===== src/rtl/icache_tgen_pkg.sv =====
// ---------------------------------------------------------------------------
// icache_tgen_pkg
// Shared types and helpers for the multi-port icache fetch traffic generator.
//   mode_e       : address stream mode (random, sequential, loop-8, mixed)
//   tgen_state_e : per-port sequencing FSM states
//   LFSR_TAPS    : Galois feedback taps of the 32-bit address LFSR
//   lfsr_step()  : one Galois LFSR advance
//   golden_line(): closed-form expected line for an address, lane k = A + 4*k,
//                  built at the widest supported line and truncated by callers
// ---------------------------------------------------------------------------
package icache_tgen_pkg;

   typedef enum logic [1:0] {
      MODE_RANDOM = 2'd0,
      MODE_SEQ    = 2'd1,
      MODE_LOOP8  = 2'd2,
      MODE_MIXED  = 2'd3
   } mode_e;

   typedef enum logic [2:0] {
      ST_IDLE  = 3'd0,
      ST_ISSUE = 3'd1,
      ST_DELAY = 3'd2,
      ST_DRAIN = 3'd3,
      ST_DONE  = 3'd4
   } tgen_state_e;

   localparam logic [31:0] LFSR_TAPS    = 32'h8020_0003;
   localparam int          GOLDEN_MAX_W = 512;

   // Right-shifting Galois form: the bit shifted out selects the tap XOR.
   function automatic logic [31:0] lfsr_step(input logic [31:0] s);
      return (s >> 1) ^ (s[0] ? LFSR_TAPS : 32'h0);
   endfunction

   function automatic logic [GOLDEN_MAX_W-1:0] golden_line(input logic [31:0] addr);
      logic [GOLDEN_MAX_W-1:0] line;
      line = '0;
      for (int k = 0; k < GOLDEN_MAX_W/32; k++) begin
         line[k*32 +: 32] = addr + 32'(4*k);
      end
      return line;
   endfunction

endpackage


===== src/rtl/icache_tgen_chan.sv =====
// ---------------------------------------------------------------------------
// icache_tgen_chan
// One fetch port of the traffic generator: sequencing FSM, address LFSR,
// expected-address FIFO and response checker.
//   clk, rst_n          : clock, asynchronous active-low reset
//   enable_i            : run enable
//   mode_i, delay_max_i : stream mode and gap mask, captured while idle
//   req_o, addr_o       : fetch request and registered address
//   gnt_i               : grant, accepted in the same cycle as req_o
//   rvalid_i, rdata_i   : returned line, checked against golden_line()
//   err_cnt_o           : saturating mismatch/spurious-response counter
//   done_o              : port has issued and drained all transactions
// ---------------------------------------------------------------------------
module icache_tgen_chan
   import icache_tgen_pkg::*;
#(
   parameter int          AW              = 32,
   parameter int          DW              = 128,
   parameter int          N_TRANS         = 1024,
   parameter int          MAX_OUTSTANDING = 2,
   parameter logic [31:0] ADDR_MASK       = 32'h0000_0FF0,
   parameter logic [31:0] PORT_SEED       = 32'hACE1_0001
) (
   input  logic          clk,
   input  logic          rst_n,
   input  logic          enable_i,
   input  logic [1:0]    mode_i,
   input  logic [3:0]    delay_max_i,
   output logic          req_o,
   output logic [AW-1:0] addr_o,
   input  logic          gnt_i,
   input  logic          rvalid_i,
   input  logic [DW-1:0] rdata_i,
   output logic [15:0]   err_cnt_o,
   output logic          done_o
);

   localparam int          CW         = $clog2(N_TRANS + 1);
   localparam logic [CW-1:0] N_TRANS_C = CW'(N_TRANS);
   localparam logic [2:0]  MAX_OUT    = 3'(MAX_OUTSTANDING);
   localparam logic [31:0] LINE_BYTES = 32'(DW/8);

   tgen_state_e   r_state, w_stateNext;
   mode_e         r_mode, w_modeEff;
   logic [31:0]   r_lfsr, r_base;
   logic [AW-1:0] r_addr;
   logic [3:0]    r_delayMax, r_delay;
   logic [CW-1:0] r_issued;
   logic [2:0]    r_outst;
   logic [1:0]    r_wrPtr, r_rdPtr;
   logic [15:0]   r_errCnt;
   logic [AW-1:0] r_fifo [4];

   logic          w_req, w_accept, w_pop, w_spurious, w_mismatch, w_firstLoad;
   logic [CW-1:0] w_issuedNext;
   logic [31:0]   w_lfsrNext, w_addrFirst, w_addrNext;
   logic [3:0]    w_gap;
   logic [DW-1:0] w_golden;

   // Address for stream index idx given the LFSR value for that index, the
   // sequential candidate (previous + one line) and the loop-8 base.
   function automatic logic [31:0] genAddr(input mode_e m, input logic [31:0] lv,
                                           input logic [31:0] seq, input logic [31:0] base,
                                           input logic [2:0] idx);
      logic [31:0] a;
      case (m)
         MODE_RANDOM: a = lv;
         MODE_SEQ:    a = seq;
         MODE_LOOP8:  a = base + 32'(idx) * LINE_BYTES;
         default:     a = lv[31] ? lv : seq;
      endcase
      return a & ADDR_MASK;
   endfunction

   // While idle the live mode input is what the first address must follow,
   // since it is captured into r_mode on that same edge.
   assign w_modeEff    = (r_state == ST_IDLE) ? mode_e'(mode_i) : r_mode;
   assign w_issuedNext = r_issued + CW'(1);
   assign w_lfsrNext   = lfsr_step(r_lfsr);
   assign w_gap        = r_lfsr[3:0] & r_delayMax;
   assign w_firstLoad  = (r_state == ST_IDLE) && enable_i && (r_issued == '0);
   assign w_addrFirst  = genAddr(w_modeEff, r_lfsr, 32'h0, r_lfsr & ADDR_MASK, 3'd0);
   assign w_addrNext   = genAddr(r_mode, w_lfsrNext, 32'(r_addr) + LINE_BYTES, r_base,
                                 3'(w_issuedNext));
   assign w_accept     = w_req & gnt_i;
   assign w_pop        = rvalid_i && (r_outst != 3'd0);
   assign w_spurious   = rvalid_i && (r_outst == 3'd0);
   assign w_golden     = DW'(golden_line(32'(r_fifo[r_rdPtr])));
   assign w_mismatch   = (rdata_i != w_golden);

   // Next-state and request decode. A full port may still request when a
   // response frees a slot this cycle; req never drops without a grant
   // because outstanding can only fall while waiting.
   always_comb begin
      w_stateNext = r_state;
      w_req       = 1'b0;
      case (r_state)
         ST_IDLE: begin
            if (enable_i) w_stateNext = ST_ISSUE;
         end
         ST_ISSUE: begin
            w_req = (r_outst < MAX_OUT) || ((r_outst == MAX_OUT) && rvalid_i);
            if (w_req && gnt_i) begin
               if (w_issuedNext == N_TRANS_C) w_stateNext = ST_DRAIN;
               else if (!enable_i)            w_stateNext = ST_IDLE;
               else if (w_gap != 4'd0)        w_stateNext = ST_DELAY;
            end else if (!w_req && !enable_i) begin
               w_stateNext = ST_IDLE;
            end
         end
         ST_DELAY: begin
            if (!enable_i)               w_stateNext = ST_IDLE;
            else if (r_delay <= 4'd1)    w_stateNext = ST_ISSUE;
         end
         ST_DRAIN: begin
            if (r_outst == 3'd0) w_stateNext = ST_DONE;
         end
         ST_DONE:  w_stateNext = ST_DONE;
         default:  w_stateNext = ST_IDLE;
      endcase
   end

   // State, stream generator, counters and checker. The LFSR and address
   // only move on an accepted request so a stalled request stays put.
   always_ff @(posedge clk or negedge rst_n) begin
      if (!rst_n) begin
         r_state    <= ST_IDLE;
         r_mode     <= MODE_RANDOM;
         r_lfsr     <= PORT_SEED;
         r_base     <= 32'h0;
         r_addr     <= '0;
         r_delayMax <= 4'd0;
         r_delay    <= 4'd0;
         r_issued   <= '0;
         r_outst    <= 3'd0;
         r_wrPtr    <= 2'd0;
         r_rdPtr    <= 2'd0;
         r_errCnt   <= 16'd0;
      end else begin
         r_state <= w_stateNext;
         if (r_state == ST_IDLE) begin
            r_mode     <= mode_e'(mode_i);
            r_delayMax <= delay_max_i;
         end
         if (w_firstLoad) begin
            r_addr <= AW'(w_addrFirst);
            r_base <= r_lfsr & ADDR_MASK;
         end
         if (w_accept) begin
            r_lfsr   <= w_lfsrNext;
            r_issued <= w_issuedNext;
            r_addr   <= AW'(w_addrNext);
            r_wrPtr  <= r_wrPtr + 2'd1;
         end
         if (w_pop) r_rdPtr <= r_rdPtr + 2'd1;
         if (w_accept && !w_pop)      r_outst <= r_outst + 3'd1;
         else if (!w_accept && w_pop) r_outst <= r_outst - 3'd1;
         if ((r_state == ST_ISSUE) && (w_stateNext == ST_DELAY)) r_delay <= w_gap;
         else if (r_state == ST_DELAY)                           r_delay <= r_delay - 4'd1;
         if (((w_pop && w_mismatch) || w_spurious) && (r_errCnt != 16'hFFFF))
            r_errCnt <= r_errCnt + 16'd1;
      end
   end

   // Expected-address storage; validity is tracked by the pointers and the
   // outstanding count, so the array itself needs no reset.
   always_ff @(posedge clk) begin
      if (w_accept) r_fifo[r_wrPtr] <= r_addr;
   end

   assign req_o     = w_req;
   assign addr_o    = r_addr;
   assign err_cnt_o = r_errCnt;
   assign done_o    = (r_state == ST_DONE);

endmodule


===== src/rtl/icache_tgen_mp.sv =====
// ---------------------------------------------------------------------------
// icache_tgen_mp
// Multi-port fetch traffic generator: NB_PORTS independent checked channels
// plus a registered all-done flag.
//   clk, rst_n      : clock, asynchronous active-low reset
//   fetch_enable_i  : global run enable
//   mode_i          : 0 random, 1 sequential, 2 loop-8, 3 mixed
//   delay_max_i     : mask on the random inter-request gap
//   fetch_req_o     : per-port request
//   fetch_addr_o    : per-port address, port p at [p*ADDR_W +: ADDR_W]
//   fetch_gnt_i     : per-port grant
//   fetch_rvalid_i  : per-port response valid
//   fetch_rdata_i   : per-port response line
//   err_cnt_o       : per-port 16-bit saturating error count
//   eoc_o           : every port finished
// ---------------------------------------------------------------------------
module icache_tgen_mp
   import icache_tgen_pkg::*;
#(
   parameter int          NB_PORTS         = 4,
   parameter int          FETCH_ADDR_WIDTH = 32,
   parameter int          FETCH_DATA_WIDTH = 128,
   parameter int          N_TRANS          = 1024,
   parameter int          MAX_OUTSTANDING  = 2,
   parameter logic [31:0] ADDR_MASK        = 32'h0000_0FF0,
   parameter logic [31:0] SEED             = 32'hACE1_0001
) (
   input  logic                                 clk,
   input  logic                                 rst_n,
   input  logic                                 fetch_enable_i,
   input  logic [1:0]                           mode_i,
   input  logic [3:0]                           delay_max_i,
   output logic [NB_PORTS-1:0]                  fetch_req_o,
   output logic [NB_PORTS*FETCH_ADDR_WIDTH-1:0] fetch_addr_o,
   input  logic [NB_PORTS-1:0]                  fetch_gnt_i,
   input  logic [NB_PORTS-1:0]                  fetch_rvalid_i,
   input  logic [NB_PORTS*FETCH_DATA_WIDTH-1:0] fetch_rdata_i,
   output logic [NB_PORTS*16-1:0]               err_cnt_o,
   output logic                                 eoc_o
);

   localparam int AW = FETCH_ADDR_WIDTH;
   localparam int DW = FETCH_DATA_WIDTH;

   logic [NB_PORTS-1:0] w_done;
   logic                r_eoc;

   // Each port gets its own seed so the random streams differ between cores.
   for (genvar p = 0; p < NB_PORTS; p++) begin : g_port
      icache_tgen_chan #(
         .AW              (AW),
         .DW              (DW),
         .N_TRANS         (N_TRANS),
         .MAX_OUTSTANDING (MAX_OUTSTANDING),
         .ADDR_MASK       (ADDR_MASK),
         .PORT_SEED       (SEED + 32'(p))
      ) u_chan (
         .clk         (clk),
         .rst_n       (rst_n),
         .enable_i    (fetch_enable_i),
         .mode_i      (mode_i),
         .delay_max_i (delay_max_i),
         .req_o       (fetch_req_o[p]),
         .addr_o      (fetch_addr_o[p*AW +: AW]),
         .gnt_i       (fetch_gnt_i[p]),
         .rvalid_i    (fetch_rvalid_i[p]),
         .rdata_i     (fetch_rdata_i[p*DW +: DW]),
         .err_cnt_o   (err_cnt_o[p*16 +: 16]),
         .done_o      (w_done[p])
      );
   end

   // End of campaign is registered so it is glitch-free for the host.
   always_ff @(posedge clk or negedge rst_n) begin
      if (!rst_n) r_eoc <= 1'b0;
      else        r_eoc <= &w_done;
   end

   assign eoc_o = r_eoc;

endmodule


===== config.mk =====
export PLATFORM = sky130hd
export DESIGN_NAME = icache_tgen_mp
export DESIGN_NICKNAME = d
export VERILOG_FILES = /design/src/rtl/icache_tgen_pkg.sv /design/src/rtl/icache_tgen_chan.sv /design/src/rtl/icache_tgen_mp.sv
export SDC_FILE = /design/constraint.sdc
export NUM_CORES = 1
export LEC_CHECK = 0
export ABC_AREA = 1
export CORE_AREA = 4 4 283 285
export DETAILED_ROUTE_END_ITERATION = 12
export DIE_AREA = 0 0 287 289
export HOLD_SLACK_MARGIN = 0.06
export SYNTH_ARGS = -nofsm -noshare
export SYNTH_HDL_FRONTEND = slang
export SYNTH_SLANG_ARGS = --single-unit

===== constraint.sdc =====
create_clock -name clk -period 6.25 [get_ports clk]
set_clock_uncertainty 0.15 [all_clocks]
set_input_delay 1.25 -clock clk [delete_from_list [all_inputs] [get_ports clk]]
set_output_delay 1.25 -clock clk [all_outputs]
set_load 0.01 [all_outputs]

## Word level (Yosys, flattened, before mapping)

Memories as Yosys holds them, arrays and structs flattened.
Cells that the tools add are included.

| storage, ports and cells | value |
|---|---|
| RAM bits | 512 |
| latch bits | 0 |
| register bits after elaboration | 477 |
| output and inout port bits | 197 |
| memories kept | 4 |
| bits of input ports | 529 |
| memory bits (read-only) | 0 |

Memories:

| name | depth | width | read ports | clocked after memory_dff | write ports | line | text |
|---|---|---|---|---|---|---|---|
| g_port[0].u_chan.r_fifo | 4 | 32 | 1 | 0 | 1 | icache_tgen_chan.sv:52 | `logic [AW-1:0] r_fifo [4];` |
| g_port[1].u_chan.r_fifo | 4 | 32 | 1 | 0 | 1 | icache_tgen_chan.sv:52 |  |
| g_port[2].u_chan.r_fifo | 4 | 32 | 1 | 0 | 1 | icache_tgen_chan.sv:52 |  |
| g_port[3].u_chan.r_fifo | 4 | 32 | 1 | 0 | 1 | icache_tgen_chan.sv:52 |  |

| cells by class | value |
|---|---|
| add/sub/neg operators | 48 |
| multipliers | 0 |
| equality and inequality tests | 52 |
| divide/modulo/power cells | 0 |
| multiplexer cells | 100 |
| bitwise operators | 12 |
| shift operators | 0 |
| reduce and logical (&&, ||, !) cells | 110 |
| magnitude comparators | 8 |

Operators by type and width:

| cell | count |
|---|---|
| $ne 128x128->1 | 4 |
| $mux 32 | 12 |
| $pmux 12 s3 | 8 |
| $add 32x4->32 const B | 8 |
| $mux 3 | 44 |
| $add 32x3->32 const B | 4 |
| $xor 31x32->32 | 4 |
| $mux 12 | 8 |
| $add 16x1->16 const B | 4 |
| $ne 16x16->1 const B | 4 |
| $pmux 3 s5 | 4 |
| $add 12x5->12 const B | 4 |
| $add 12x7->12 | 4 |
| $eq 3x2->1 const B | 16 |
| $logic_and 1x1->1 | 48 |
| $add 11x1->11 const B | 4 |
| $eq 11x11->1 const B | 4 |
| $logic_not 11->1 | 4 |
| $mux 4 | 8 |
| $logic_not 3->1 | 8 |
| $reduce_bool 2->1 | 12 |
| $add 2x1->2 const B | 8 |
| $and 4x4->4 | 4 |
| $eq 2x1->1 const B | 8 |
| 17 further kinds | 94 |

## Longest topological paths before layout

| depth | value |
|---|---|
| depth after elaboration | 11 |
| depth in mapped cells | 17 |

## Modules after synthesis

Synthesis repeated with hierarchy kept, for this count alone.

| second synthesis, totals | value |
|---|---|
| cell total of the unflattened synthesis | 3624 |
| area total of the unflattened synthesis | 29417.0 sq um |

Modules (own cells, without submodules):

| module | instances | seq. area each (sq um) | area an instance (sq um) | cells an instance |
|---|---|---|---|---|
| icache_tgen_chan at g_port[3].u_chan | 1 | 3349.5 | 7407.1 | 931 |
| icache_tgen_chan at g_port[0].u_chan | 1 | 3349.5 | 7358.3 | 887 |
| icache_tgen_chan at g_port[2].u_chan | 1 | 3350.7 | 7308.3 | 901 |
| icache_tgen_chan at g_port[1].u_chan | 1 | 3349.5 | 7307.0 | 901 |
| icache_tgen_mp | 1 | 25.0 | 36.3 | 4 |

## Worst setup path before layout

OpenSTA, ideal clock, no wires.

| timing | value |
|---|---|
| path type | input-to-reg |
| start point | input port fetch_rvalid_i[3] |
| end point | register g_port[3].u_chan.r_outst[2] |
| data required time | 5976 ps |
| stages on the path | 12 |
| buffers on the path | 2 |
| arrival | 3209 ps |
| library setup time | 124 ps |
| path slack | 2767 ps |
| cells stage by stage | nand2_1 a21oi_1 nand2_1 nor2_1 buf_2 buf_2 ha_1 inv_1 fa_1 a21oi_1 o21ai_0 xnor2_1 |

| between the ends | value |
|---|---|
| word-level cells in the longest chain between the ends | 7 |

RTL lines:

| element | line | text |
|---|---|---|
| from (decl) | icache_tgen_mp.sv:36 | `input logic [NB_PORTS-1:0] fetch_rvalid_i,` |
| $logic_and 1x1->1 * | icache_tgen_chan.sv:102 | `w_req = (r_outst < MAX_OUT) \|\| ((r_outst == MAX_OUT) && rvalid_i);` |
| $logic_or 1x1->1 * | icache_tgen_chan.sv:102 |  |
| $mux 1 * | icache_tgen_chan.sv:97 | `case (r_state)` |
| $and 1x1->1 * | icache_tgen_chan.sv:85 | `assign w_accept = w_req & gnt_i;` |
| named net g_port[3].u_chan.w_accept | icache_tgen_chan.sv:54 | `logic w_req, w_accept, w_pop, w_spurious, w_mismatch, w_firstLoad;` |
| $logic_not 1->1 | icache_tgen_chan.sv:157 | `else if (!w_accept && w_pop) r_outst <= r_outst - 3'd1;` |
| $logic_and 1x1->1 | icache_tgen_chan.sv:157 |  |
| $reduce_bool 2->1 (no source line) | - |  |
| to (signal assigned) | icache_tgen_chan.sv:156 | `if (w_accept && !w_pop) r_outst <= r_outst + 3'd1;` |
| to (signal assigned) | icache_tgen_chan.sv:157 |  |
| to (decl) | icache_tgen_chan.sv:49 | `logic [2:0] r_outst;` |

Mark *: on every way through the listed nets, which the timed path passes. The rest lies on a longest branch.
A chain may end at the register's enable or synchronous reset.

## Worst setup path in the final report

| timing | value |
|---|---|
| start point | input port fetch_rvalid_i[0] |
| end point | output port fetch_req_o[0] |

| between the ends | value |
|---|---|
| word-level cells in the longest chain between the ends | 3 |

RTL lines:

| element | line | text |
|---|---|---|
| $logic_and 1x1->1 | icache_tgen_chan.sv:102 |  |
| $logic_or 1x1->1 | icache_tgen_chan.sv:102 |  |
| $mux 1 | icache_tgen_chan.sv:97 |  |
| to (decl) | icache_tgen_mp.sv:33 | `output logic [NB_PORTS-1:0] fetch_req_o,` |

Every way passes these cells.

==> metrics.md <==
| Metric | Value |
|---|---|
| Mean area per synthesized cell | `8.11 um^2` |
| Vias per inst | `around 4.8` |
| CTS tree | `built` |
| Routability-driven placement congestion ratio | `0.863` |
| Number of CTS-inserted buffers | `59` |
| Area delta synth->final | `30.7%` |
| Worst hold path depth | `2` |
| Global-route wire length before repair | `132 mm` |
| Worst R2R Path Depth | `11` |
| Worst R2R Setup Slack | `~3 ns` |
| Worst vdd ir | `242 uV` |
| Post-synth top area share | `0.295` |
| Layout cells sized above 1 | `0.0527` |
| Drt pass-1 iters | `6` |
| Total of warnings raised by yosys | `0` |
| Library cells used by synthesis | `65` |
| Most used DFF post-synth | `dfrtp_1` |
| Detailed Route WL | `roughly 86 mm` |
| Gr usage total | `0.196` |
| Crit path from | `fetch_rvalid_i[0]` |
| Fillers | `around 7.5k` |
| Worst hold path type | `reg2reg` |
| Cell Area, Placed | `roughly 36000 um^2` |
| Max Fclk | `between 0.2 and 0.25 GHz` |
| FF+latch count, synth | `509` |
| Finished Cell Area | `around 38000 um^2` |
| GRT overflow | `0` |
| Clk_lat worst skew | `0.63 ns` |
| Crit path capture type | `output port` |
| Synthesized cell area | `29200 um^2` |
| M2 GR Usage | `0.331` |
| Largest area contributor in the netlist | `dfrtp_1` |
| RSZ-0062 raised after global routing | `false` |
| Post-DP HPWL | `65.8 mm` |
| FFs w/ async S/R, synth | `0.749` |
| Max-capacitance violation count | `0` |
| Seq/Total Area, Yosys | `0.460` |
| Total negative slack | `0 ns` |
| Slew HR | `0.390` |
| Cell Rows | `102` |
| Reg clk slew, reported paths | `roughly 0.06 ns` |
| DR DRC count | `0` |
| Clock Tree Buf Depth | `3` |
| Core ar. | `about 77000 um^2` |
| Chip height | `289 um` |
| Grt met1 use | `0.263` |
| RR Endpoint | `g_port[0].u_chan.addr_o[11]` |
| Largest net degree at the start of global routing | `approximately 150` |
| # clock sinks | `roughly 500` |
| Crit share post-route | `0.720` |
| Top cells by area, synth | `dfrtp_1 30%, edfxtp_1 13%, nand2_1 13%, inv_1 4.5%, o21ai_0 4.5%` |
| H-tree depth | `2` |
| Top Usage Layer GRT | `met2` |
| RR Startpoint | `g_port[0].u_chan.r_state[1]` |
| Critical hold path startpoint | `g_port[3].u_chan.r_lfsr[25]` |
| Die Wd | `~290 um` |
| Final hold violation count | `0` |
| Wire length per cell | `about 16 um` |
| Leak pwr | `~16 nW` |
| Met3 usage | `0.0312` |
| I/O Pins | `about 730` |
| Final Setup Violations | `0` |
| Outcome | `finished clean` |
| Starting density of the core | `0.377` |
| Cts hold-fix bufs | `0` |
| PostCTS Resize Cnt | `0` |
| CP Launch Type | `input pin` |
| Nets | `between 4k and 5k` |
| Post-route ant nets | `0` |
| Vias in the first global route | `approximately 24k` |
| CP Data Required Time | `just under 5 ns` |
| Post-CTS Setup Inserts | `0` |
| Pwr/cell area | `394 nW/um^2` |
| Min Tclk post-route | `4.50 ns` |
| Initial antenna violation count | `5` |
| Worst Hold Path EP | `g_port[3].u_chan.r_lfsr[24]` |
| Worst-Margin Slew | `0.914 ns` |
| Die area | `approximately 83000 um^2` |
| IO Port Bufs | `about 630` |
| Max Slew Vio Count | `0` |
| Vias post-DR | `25.4k` |
| DR iter-0 viols | `roughly 1.6k` |
| Clk root buf | `clkbuf_16` |
| CP Class | `in2out` |
| Crit path DAT | `slightly above 3 ns` |
| Post-Syn Instances | `~3.6k` |
| CP Max Fanout | `4` |
| Number of synthesized flops with an enable pin | `approximately 130` |
## cells in the final DEF (no fill, tap or decap), drive strengths merged, types with 64 or more instances in the layout
cell,n
inv,365
conb,96
dfrtp,344
clkdlybuf4s50,628
nor4,82
clkbuf,84
xor2,142
xnor2,69
nand3,269
nand4,64
o21ai,268
edfxtp,128
nor2,267
nand2,1049
## metrics by stage
step / utilization / setup WS, ns / hold slack, ns / instances / power [mW]
final: 0.493 / 1.75 / 0.303 / 5295 / 15.0
after global routing: 0.493 / 1.63 / 0.329 / 5294 / 16.3
after CTS: 0.493 / 1.70 / 0.296 / 5291 / 15.2
after detailed placement: 0.466 / 1.72 / 0.304 / 5180 / 11.5
after global placement: 0.466 / 1.69 / 0.301 / 5180 / 11.4
after floorplan: - / 2.77 / 0.292 / 3689 / 9.44
## worst max-delay path by stage
stage / endpoint / slack [ns] / cells after the start
after floorplan: g_port[3].u_chan.r_outst[2] / 2.77 / 12
after global placement: fetch_req_o[0] / 1.69 / 6
after detailed placement: fetch_req_o[0] / 1.72 / 6
after CTS: fetch_req_o[0] / 1.70 / 6
after global routing: fetch_req_o[0] / 1.63 / 6
final: fetch_req_o[0] / 1.75 / 6
## power by group
group          switching, mW  internal [mW]  leakage [nW]
Combinational           3.34           2.29          9.45
Clock                   1.40           2.23          1.02
Sequential              1.17           4.58          5.99
## state kept, by name (all words and copies together) (netlist names), 16 cells and up
signal / count
g_port.u_chan.r_base: 32
g_port.u_chan.r_delayMax: 16
g_port.u_chan.r_delay: 16
g_port.u_chan.r_issued: 44
g_port.u_chan.addr_o: 32
g_port.u_chan.r_lfsr: 128
g_port.u_chan.r_fifo: 128
g_port.u_chan.err_cnt_o: 64
## critical path, stage by stage
cell	delay (ns)
clkdlybuf4s50_1	0.57
nand2_1	0.08
a21oi_1	0.30
inv_1	0.07
nor2_1	0.23
clkdlybuf4s50_1	0.60
## Yosys cell counts, types with 5 or more instances
master and n:
o2111ai_1 14, clkbuf_1 53, buf_2 13, buf_4 104
mux2_2 7, nor4_1 81, nand3b_1 12, buf_1 9
o21ai_0 264, dfstp_2 37, o21bai_1 8, nand2_2 20
edfxtp_1 128, o21a_1 5, inv_1 353, nor2_1 263
a31oi_1 5, nand2_1 1023, buf_6 10, inv_4 5
a21oi_1 59, xnor2_1 69, o221ai_1 14, nor3_2 5
or2_2 12, xor2_1 142, fa_1 8, nand3_1 263
ha_1 58, nor3_1 58, o211ai_1 15, nand2_4 6
dfrtp_1 344, nand4_1 64
## routing by layer
metal,vias to the layer above,share of wire
li1,12854,-
met1,11867,0.44
met2,613,0.48
met3,108,0.056
met4,2,0.023
met5,-,0.00014
## cell type report
| class | count | area [um^2] | area share |
|---|---|---|---|
| Inverter | 365 | 1390 | 0.0363 |
| Antenna cell | 4 | 10.0 | 0.000263 |
| Multi-Input combinational cell | 2624 | 13500 | 0.354 |
| Timing Repair Buffer | 642 | 6420 | 0.169 |
| Tap cell | 1040 | 1300 | 0.0341 |
| Clock inverter | 27 | 402 | 0.0105 |
| Sequential cell | 509 | 13400 | 0.352 |
| Clock buffer | 84 | 1670 | 0.0437 |
## logic make-up after synthesis
logic type               after synthesis  share of synthesized area
buffers and inverters                556                     0.0894
XOR/XNOR                             211                     0.0634
AO/OA/AOI/OAI                        420                     0.0820
adder cells (fa/ha/maj)               66                     0.0304
flip-flops                           509                      0.460
multiplexers                           7                    0.00270
AND/OR/NAND/NOR                     1824                      0.272
other                                  1                   0.000129
Power figures use the tool's default switching activity.
